`config.mk`:
```
export PLATFORM = sky130hd
export DESIGN_NAME = mem_access
export DESIGN_NICKNAME = d
export VERILOG_FILES = /design/src/rtl/mem_access_pkg.sv /design/src/rtl/mem_access_load_align.sv /design/src/rtl/mem_access.sv
export SDC_FILE = /design/constraint.sdc
export NUM_CORES = 1
export LEC_CHECK = 0
export BUFFER_PORTS_ARGS = -buffer_cell sky130_fd_sc_hd__buf_2
export CAP_MARGIN = 20
export CORE_MARGIN = 3
export CORE_UTILIZATION = 56
export CTS_BUF_LIST = sky130_fd_sc_hd__clkbuf_2 sky130_fd_sc_hd__clkbuf_4 sky130_fd_sc_hd__clkbuf_8
export DETAILED_ROUTE_END_ITERATION = 12
export PLACE_DENSITY = 0.85
export SYNTH_ARGS = -nofsm -noshare
export SYNTH_HDL_FRONTEND = slang
export SYNTH_SLANG_ARGS = --single-unit
```
`constraint.sdc`:
```
create_clock -name clk -period 3.9 [get_ports clk]
set_input_delay 0.585 -clock clk [delete_from_list [all_inputs] [get_ports clk]]
set_output_delay 0.585 -clock clk [all_outputs]
set_load 0.005 [all_outputs]
```
`src/rtl/mem_access_pkg.sv`:
```
// rtl/mem_access_pkg.sv - shared size codes, FSM states and constants for the MEM stage
package mem_access_pkg;

   localparam int BE_W               = 4;
   localparam int TIMEOUT_CYCLES_DEF = 16;

   // funct3[1:0] carries the access size, funct3[2] selects zero extension
   localparam logic [1:0] SZ_B = 2'b00;
   localparam logic [1:0] SZ_H = 2'b01;
   localparam logic [1:0] SZ_W = 2'b10;

   typedef enum logic {
      ST_IDLE = 1'b0,
      ST_WAIT = 1'b1
   } state_t;

   function automatic logic is_misaligned(input logic [2:0] f3, input logic [1:0] addr_lo);
      return ((f3[1:0] == SZ_H) && addr_lo[0]) || ((f3[1:0] == SZ_W) && (addr_lo != 2'b00));
   endfunction

endpackage

```
`src/rtl/mem_access_load_align.sv`:
```
// rtl/mem_access_load_align.sv - load lane extract with sign/zero extension
module mem_access_load_align
   import mem_access_pkg::*;
(
   input  logic [31:0] i_rdata,
   input  logic [1:0]  i_addr_lo,
   input  logic [2:0]  i_funct3,
   output logic [31:0] o_data
);

   logic [7:0]  w_byte;
   logic [15:0] w_half;

   always_comb begin
      w_byte = i_rdata[{i_addr_lo, 3'b000} +: 8];
      w_half = i_addr_lo[1] ? i_rdata[31:16] : i_rdata[15:0];
      case (i_funct3[1:0])
         SZ_B:    o_data = i_funct3[2] ? {24'b0, w_byte} : {{24{w_byte[7]}}, w_byte};
         SZ_H:    o_data = i_funct3[2] ? {16'b0, w_half} : {{16{w_half[15]}}, w_half};
         default: o_data = i_rdata;
      endcase
   end

endmodule

```
`src/rtl/mem_access.sv`:
```
// rtl/mem_access.sv - MEM stage: req/ready data-memory FSM, lane alignment, MEM/WB register
// Define MEM_TIMEOUT_EN to abort a WAIT that sees no dmem_ready within TIMEOUT_CYCLES.
module mem_access
   import mem_access_pkg::*;
#(
   parameter int DATA_WIDTH     = 32,
   parameter int ADDR_WIDTH     = 32,
   parameter int TIMEOUT_CYCLES = TIMEOUT_CYCLES_DEF
) (
   input  logic                  clk,
   input  logic                  rst_n,
   input  logic                  valid_in,
   input  logic [ADDR_WIDTH-1:0] ALU_result,
   input  logic [DATA_WIDTH-1:0] store_data,
   input  logic [2:0]            funct3,
   input  logic                  MemRead,
   input  logic                  MemWrite,
   input  logic                  RegWrite,
   input  logic                  MemtoReg,
   input  logic [4:0]            rd,
   output logic                  mem_stall,
   output logic                  dmem_req,
   output logic                  dmem_we,
   output logic [ADDR_WIDTH-1:0] dmem_addr,
   output logic [DATA_WIDTH-1:0] dmem_wdata,
   output logic [BE_W-1:0]       dmem_be,
   input  logic                  dmem_ready,
   input  logic [DATA_WIDTH-1:0] dmem_rdata,
   output logic                  wb_valid,
   output logic                  wb_RegWrite,
   output logic                  wb_MemtoReg,
   output logic [4:0]            wb_rd,
   output logic [DATA_WIDTH-1:0] wb_ALU_result,
   output logic [DATA_WIDTH-1:0] wb_mem_data,
   output logic                  wb_misaligned,
   output logic                  wb_bus_err
);

   state_t                  r_state;
   state_t                  w_state_nxt;
   logic [ADDR_WIDTH-1:0]   r_addr;
   logic [2:0]              r_f3;
   logic                    r_memread;
   logic                    r_regwrite;
   logic                    r_memtoreg;
   logic [4:0]              r_rd;
   logic                    w_memop;
   logic                    w_mis;
   logic                    w_issue;
   logic                    w_done;
   logic                    w_tmo;
   logic [BE_W-1:0]         w_be;
   logic [DATA_WIDTH-1:0]   w_wdata;
   logic [31:0]             w_load;

`ifdef MEM_TIMEOUT_EN
   localparam int CNT_W = $clog2(TIMEOUT_CYCLES + 1);
   logic [CNT_W-1:0] r_cnt;

   always_ff @(posedge clk or negedge rst_n) begin
      if (!rst_n)                  r_cnt <= '0;
      else if (r_state == ST_IDLE) r_cnt <= '0;
      else if (!dmem_ready)        r_cnt <= r_cnt + CNT_W'(1);
   end
`else
   logic w_unused_timeout_cfg;
   assign w_unused_timeout_cfg = |TIMEOUT_CYCLES;
`endif

   always_comb begin
      w_memop = MemRead | MemWrite;
      w_mis   = is_misaligned(funct3, ALU_result[1:0]);
      w_issue = valid_in & w_memop & ~w_mis;
      case (funct3[1:0])
         SZ_B: begin
            w_be    = 4'b0001 << ALU_result[1:0];
            w_wdata = {4{store_data[7:0]}};
         end
         SZ_H: begin
            w_be    = ALU_result[1] ? 4'b1100 : 4'b0011;
            w_wdata = {2{store_data[15:0]}};
         end
         default: begin
            w_be    = 4'b1111;
            w_wdata = store_data;
         end
      endcase
   end

   // The abort cycle releases the stall so upstream retires the faulted instruction.
   always_comb begin
      w_state_nxt = r_state;
      mem_stall   = 1'b0;
      w_done      = 1'b0;
      w_tmo       = 1'b0;
      case (r_state)
         ST_IDLE: begin
            if (w_issue) begin
               mem_stall   = 1'b1;
               w_state_nxt = ST_WAIT;
            end
         end
         ST_WAIT: begin
            if (dmem_ready) begin
               w_done      = 1'b1;
               w_state_nxt = ST_IDLE;
            end
`ifdef MEM_TIMEOUT_EN
            else if (r_cnt == CNT_W'(TIMEOUT_CYCLES - 1)) begin
               w_tmo       = 1'b1;
               w_state_nxt = ST_IDLE;
            end
`endif
            mem_stall = ~dmem_ready & ~w_tmo;
         end
         default: w_state_nxt = ST_IDLE;
      endcase
   end

   always_ff @(posedge clk or negedge rst_n) begin
      if (!rst_n) r_state <= ST_IDLE;
      else        r_state <= w_state_nxt;
   end

   mem_access_load_align u_load_align (
      .i_rdata   (dmem_rdata),
      .i_addr_lo (r_addr[1:0]),
      .i_funct3  (r_f3),
      .o_data    (w_load)
   );

   always_ff @(posedge clk or negedge rst_n) begin
      if (!rst_n) begin
         dmem_req      <= 1'b0;
         dmem_we       <= 1'b0;
         dmem_addr     <= '0;
         dmem_wdata    <= '0;
         dmem_be       <= '0;
         r_addr        <= '0;
         r_f3          <= '0;
         r_memread     <= 1'b0;
         r_regwrite    <= 1'b0;
         r_memtoreg    <= 1'b0;
         r_rd          <= '0;
         wb_valid      <= 1'b0;
         wb_RegWrite   <= 1'b0;
         wb_MemtoReg   <= 1'b0;
         wb_rd         <= '0;
         wb_ALU_result <= '0;
         wb_mem_data   <= '0;
         wb_misaligned <= 1'b0;
         wb_bus_err    <= 1'b0;
      end else if (r_state == ST_IDLE) begin
         if (w_issue) begin
            dmem_req   <= 1'b1;
            dmem_we    <= MemWrite;
            dmem_addr  <= {ALU_result[ADDR_WIDTH-1:2], 2'b00};
            dmem_wdata <= w_wdata;
            dmem_be    <= w_be;
            r_addr     <= ALU_result;
            r_f3       <= funct3;
            r_memread  <= MemRead;
            r_regwrite <= RegWrite;
            r_memtoreg <= MemtoReg;
            r_rd       <= rd;
            wb_valid   <= 1'b0;
         end else begin
            wb_valid      <= valid_in;
            wb_RegWrite   <= valid_in & RegWrite & ~(w_memop & w_mis);
            wb_MemtoReg   <= MemtoReg;
            wb_rd         <= rd;
            wb_ALU_result <= DATA_WIDTH'(ALU_result);
            wb_mem_data   <= '0;
            wb_misaligned <= valid_in & w_memop & w_mis;
            wb_bus_err    <= 1'b0;
         end
      end else if (w_done || w_tmo) begin
         dmem_req      <= 1'b0;
         dmem_we       <= 1'b0;
         wb_valid      <= 1'b1;
         wb_RegWrite   <= r_regwrite & ~w_tmo;
         wb_MemtoReg   <= r_memtoreg;
         wb_rd         <= r_rd;
         wb_ALU_result <= DATA_WIDTH'(r_addr);
         wb_mem_data   <= (w_done && r_memread) ? DATA_WIDTH'(w_load) : '0;
         wb_misaligned <= 1'b0;
         wb_bus_err    <= w_tmo;
      end
   end

endmodule

```
Word-level counts from Yosys, hierarchy flattened
Cells that the tools add are included.

Flip-flop bits (word level): 186. Input port bits: 112. Output and inout port bits: 145.

Eq/ne operators: 5. Shift operators: 2. Mux-type cells: 41. Bitwise operators: 11. Reduce and logical (&&, ||, !) cells: 11.

Operators by type and width (number): $mux 32 (9); $pmux 32 s2 (2); $shiftx 32x6->8 (1); $mux 1 (22); $mux 16 (1); $mux 5 (3); $pmux 4 s2 (1); $and 1x1->1 (6); $reduce_and 2->1 (3); $eq 2x1->1 const B (2); $logic_not 2->1 (2); $mux 4 (1); $not 1->1 (4); $pmux 1 s2 (2); $reduce_bool 2->1 (2); $shl 1x2->4 const A (1); $logic_and 1x1->1 (3); $eq 2x2->1 const B (1); $ne 2x1->1 const B (1); $ne 2x2->1 const B (1); $logic_or 1x1->1 (1); $or 1x1->1 (1).

Longest topological paths before layout
Depth in word-level cells: 8. Mapped depth: 7.

Cells and area by module
From an unflattened synthesis, not the netlist that was laid out.

Cell total of the unflattened synthesis: 798. Area, all modules: 7587.3 sq um.

Modules (own cells, without submodules): mem_access (instances 1, cells each 676, area an instance 6892.9 sq um, seq. area each 3878.7 sq um); mem_access_load_align (instances 1, cells each 122, area an instance 694.4 sq um, seq. area each 0.0 sq um).

Worst setup path after synthesis
OpenSTA, ideal clock, no wires.

Path kind: in2out. Start point: in funct3[0]. End point: out mem_stall. Arrival time: 1.807 ns. Setup slack: 1.508 ns. Stages: 6. Path buffers: 3. Cells stage by stage: clkbuf_2 -> o21ba_2 -> a2111oi_4 -> or2_2 -> buf_2 -> buf_2.

Cells in the longest elaborated chain, start to end: 7.

Ends and longest elaborated chain: from (decl) (line mem_access.sv:15) `input logic [2:0] funct3,`; $eq 2x1->1 or $eq 2x2->1 (tied branches) (line mem_access_pkg.sv:18) `return ((f3[1:0] == SZ_H) && addr_lo[0]) || ((f3[1:0] == SZ_W) && (addr_lo != 2'b00));`; $logic_and 1x1->1 (line mem_access_pkg.sv:18); $logic_or 1x1->1 (*) (line mem_access_pkg.sv:18); $not 1->1 (*) (line mem_access.sv:73) `w_issue = valid_in & w_memop & ~w_mis;`; $and 1x1->1 (*) (line mem_access.sv:73); $mux 1 (*) (line mem_access.sv:98) `if (w_issue) begin`; $pmux 1 s2 (*) (line mem_access.sv:96) `case (r_state)`; to (decl) (line mem_access.sv:21) `output logic mem_stall,`.

Every way passes the cells marked *; elsewhere a longest branch is shown, timed or not.

Worst setup path in the final report
Start point: in funct3[1]. End point: out mem_stall.

Same word-level chain as after synthesis.

==> impl_metrics.ini <==
[global_route]
antenna_found_initial = 0
grt_max_degree = 166
grt_pass1_vias = 5562
grt_use_met1_pct = 32.3
overflow = 0
grt.total_usage_pct = 25.1
met3_usage_pct = 7.72
use_met2_pct = 40.5
busiest_layer = met2
grt_pass1_wl_mm = 28.7

[worst_setup_path]
worstSetupPathType = primary input to primary output
cp-start-kind = primary input
cp_slowest_cell = buf_2
slowest_delay_ns = 0.51
end_kind = primary output
r2r_end = wb_mem_data[17]$_DFFE_PN0P_
critPathTopFamily = buffers and inverters
path_cells = buf_2 > and3b_1 > a2111oi_4 > or2_2 > buf_4 > buf_2
critPathArrivalTime_ns = 2.34
path_max_fanout = 31
r2r_slack_ns = 1.38
r2r_start = r_f3[1]$_DFFE_PN0P_
crit_buf_inv = 3
worstPathRequired_ns = 3.31
ff2ff_path_depth = 4
crit_top_cell = buf_2

[route]
postRouteAntennaNets = 0
drt_iter0_drc = 434
wl_per_cell_um = 17.4
drt-pass1-iter-count = 4
vias = 5788
drt-total-wl_mm = 18.3
drcViolationCount = 0
vias_per_cell = 5.51

[clock_tree]
clk_latency_ns = 0.45
hold_buffers = 0
clockRootBuffer = clkbuf_8
cts_resized = 0
h-tree-depth = 4
cts_setup_buffers = 0
numCtsBuffers = 17
clk_path_buf_depth = 2
clk_pin_slew_ns = 0.08
cts_tree = yes
cts_sinks = 155

[timing]
min_period_ns = 2.92
clock_skew_ns = 0.0110
rsz0062_at_grt = false
setup_viol = 0
worst_slew_pin_slew_ns = 1.01
max_freq_ghz = 0.342
timing.final.ws_setup_ns = 0.979
hold_viol = 0
timing.final.crit_share_pct = 74.9
finalMaxSlewViolations = 0
relSlewSlack_pct = 32.9
setup_tns_ns = 0

[yosys]
postSynthAreaPerCell_sq_um = 11.0
ys_ff_latch = 155
synth_most_common_cell = dfrtp_1
synth_warnings = 0
synth.area.mux_share_pct = 19.8
synthFlopType = dfrtp_1
synth_area_sq_um = 7370
synth-xor-area-share_pct = 0
synthDominantCellAreaShare_pct = 52.6
post-synth-top-area-cell = dfrtp_1
synth_common_cells = dfrtp_1, o21ai_0, mux2i_1
synthSimpleGateAreaFrac_pct = 6.19
async_flop_share_pct = 100
syn_inst = 671
ys_top_cells_by_area = dfrtp_1, mux2i_1, mux2_2
ys_seq_area_share_pct = 52.6
synth_top_family_by_area = multiplexers
synth_edf_count = 0
synth_compound_area_share_pct = 14.2
synth_fa_ha_area_share_pct = 0
yosysUniqueCellTypes = 37

[layout]
fin_nets = 979
num_antenna_cells = 0
final_layout_size_suffix_gt1_share_pct = 40.6
syn2layout_area_growth_pct = 20.0
fillers = 1001

[place]
place_ws_ns = 0.975
io_buffers = 253
gp_congestion = 0.806
hpwl_mm = 12.6

[floorplanning]
start_util_pct = 58.0
dieArea_sq_um = 14600
die_h_um = 121
ioPinCount = 257
die_w_um = 121
num_rows = 41
core_sq_um = 12700

[status]
status = finished, final reports clean

[power_and_ir_drop]
leakage_nw = 4.36
powerDensity_nw_per_um2 = 535
peakVddDrop_mv = 0.330

[flow_run]
drv_cap = 0

[min_path]
holdCritPathClass = primary input to async pin
==> routing by layer <==
metal  vias up  wire length, um
met5         -                0
met4         0              373
met3        26             1430
met2       198             9020
met1      2823             7490
li1       2741                -
==> cell usage in the layout (no fill, tap or decap), drive strengths merged, types with 3 or more instances in the layout <==
cell,count
a21o,3
a21oi,35
a31oi,4
buf,260
clkbuf,20
clkinv,5
clkinvlp,3
conb,3
dfrtp,155
inv,11
mux2,60
mux2i,78
nand2,28
nand3,24
nor2,26
nor2b,10
o21ai,118
o2bb2ai,7
o32ai,7
==> cell families after synthesis <==
family | count (synthesis)
flip-flops | 155
multiplexers | 138
other | 1
AO/OA/AOI/OAI | 184
AND/OR/NAND/NOR | 98
buffers and inverters | 95
==> stage by stage <==
| stage | hold WS, ns | area [sq um] | cells | power (mW) | util [%] |
|---|---|---|---|---|---|
| final | 0.231 | 8850 | 1051 | 4.73 | 69.6 |
| after global routing | 0.265 | 8850 | 1051 | 5.01 | 69.6 |
| after CTS | 0.242 | 8850 | 1051 | 4.77 | 69.6 |
| after detailed placement | 0.464 | 8460 | 1020 | 3.56 | 66.5 |
| after global placement | 0.457 | 8460 | 1020 | 3.51 | 66.5 |
| after floorplan | 0.289 | 7380 | 673 | 3.06 | - |
==> state kept, by name, indices dropped and copies added, names as in the netlist <==
| name | count |
|---|---|
| r_rd | 5 |
| wb_MemtoReg | 1 |
| dmem_be | 4 |
| r_state | 1 |
| dmem_wdata | 32 |
| r_f3 | 3 |
| r_regwrite | 1 |
| dmem_we | 1 |
| r_addr | 32 |
| wb_ALU_result | 32 |
| wb_valid | 1 |
| r_memread | 1 |
| r_memtoreg | 1 |
| dmem_req | 1 |
| wb_mem_data | 32 |
| wb_misaligned | 1 |
| wb_rd | 5 |
| wb_RegWrite | 1 |
==> worst max-delay path by stage <==
| stage | cells past startpoint | slack, ns | end | startpoint |
|---|---|---|---|---|
| finish | 6 | 0.98 | mem_stall | funct3[1] |
| global route | 6 | 0.85 | mem_stall | funct3[1] |
| CTS | 6 | 0.97 | mem_stall | funct3[1] |
| global placement | 6 | 1.01 | mem_stall | funct3[1] |
| floorplan | 6 | 1.51 | mem_stall | funct3[0] |
| detailed placement | 6 | 0.98 | mem_stall | funct3[1] |
==> report_power, final <==
part | leakage (nW) | switching [mW] | internal (mW)
Clock | 0.194 | 0.603 | 0.604
Sequential | 1.89 | 0.278 | 1.98
Combinational | 2.28 | 0.608 | 0.653
==> worst reg2reg max path: stages (launching register included) <==
cell and delay, ns:
dfrtp_1 0.73, or3b_1 0.67, a2bb2oi_2 0.20, a2111o_1 0.67, nand3_1 0.19
==> cell type report <==
cell class | instances | area [sq um] | area share (%)
Sequential cell | 155 | 3880 | 43.8
Multi-Input combinational cell | 423 | 2980 | 33.6
Timing Repair Buffer | 260 | 1350 | 15.3
Clock buffer | 20 | 269 | 3.04
Tap cell | 172 | 215 | 2.43
Clock inverter | 11 | 120 | 1.36
Inverter | 10 | 37.5 | 0.424
(Power assumes the default switching activity.)
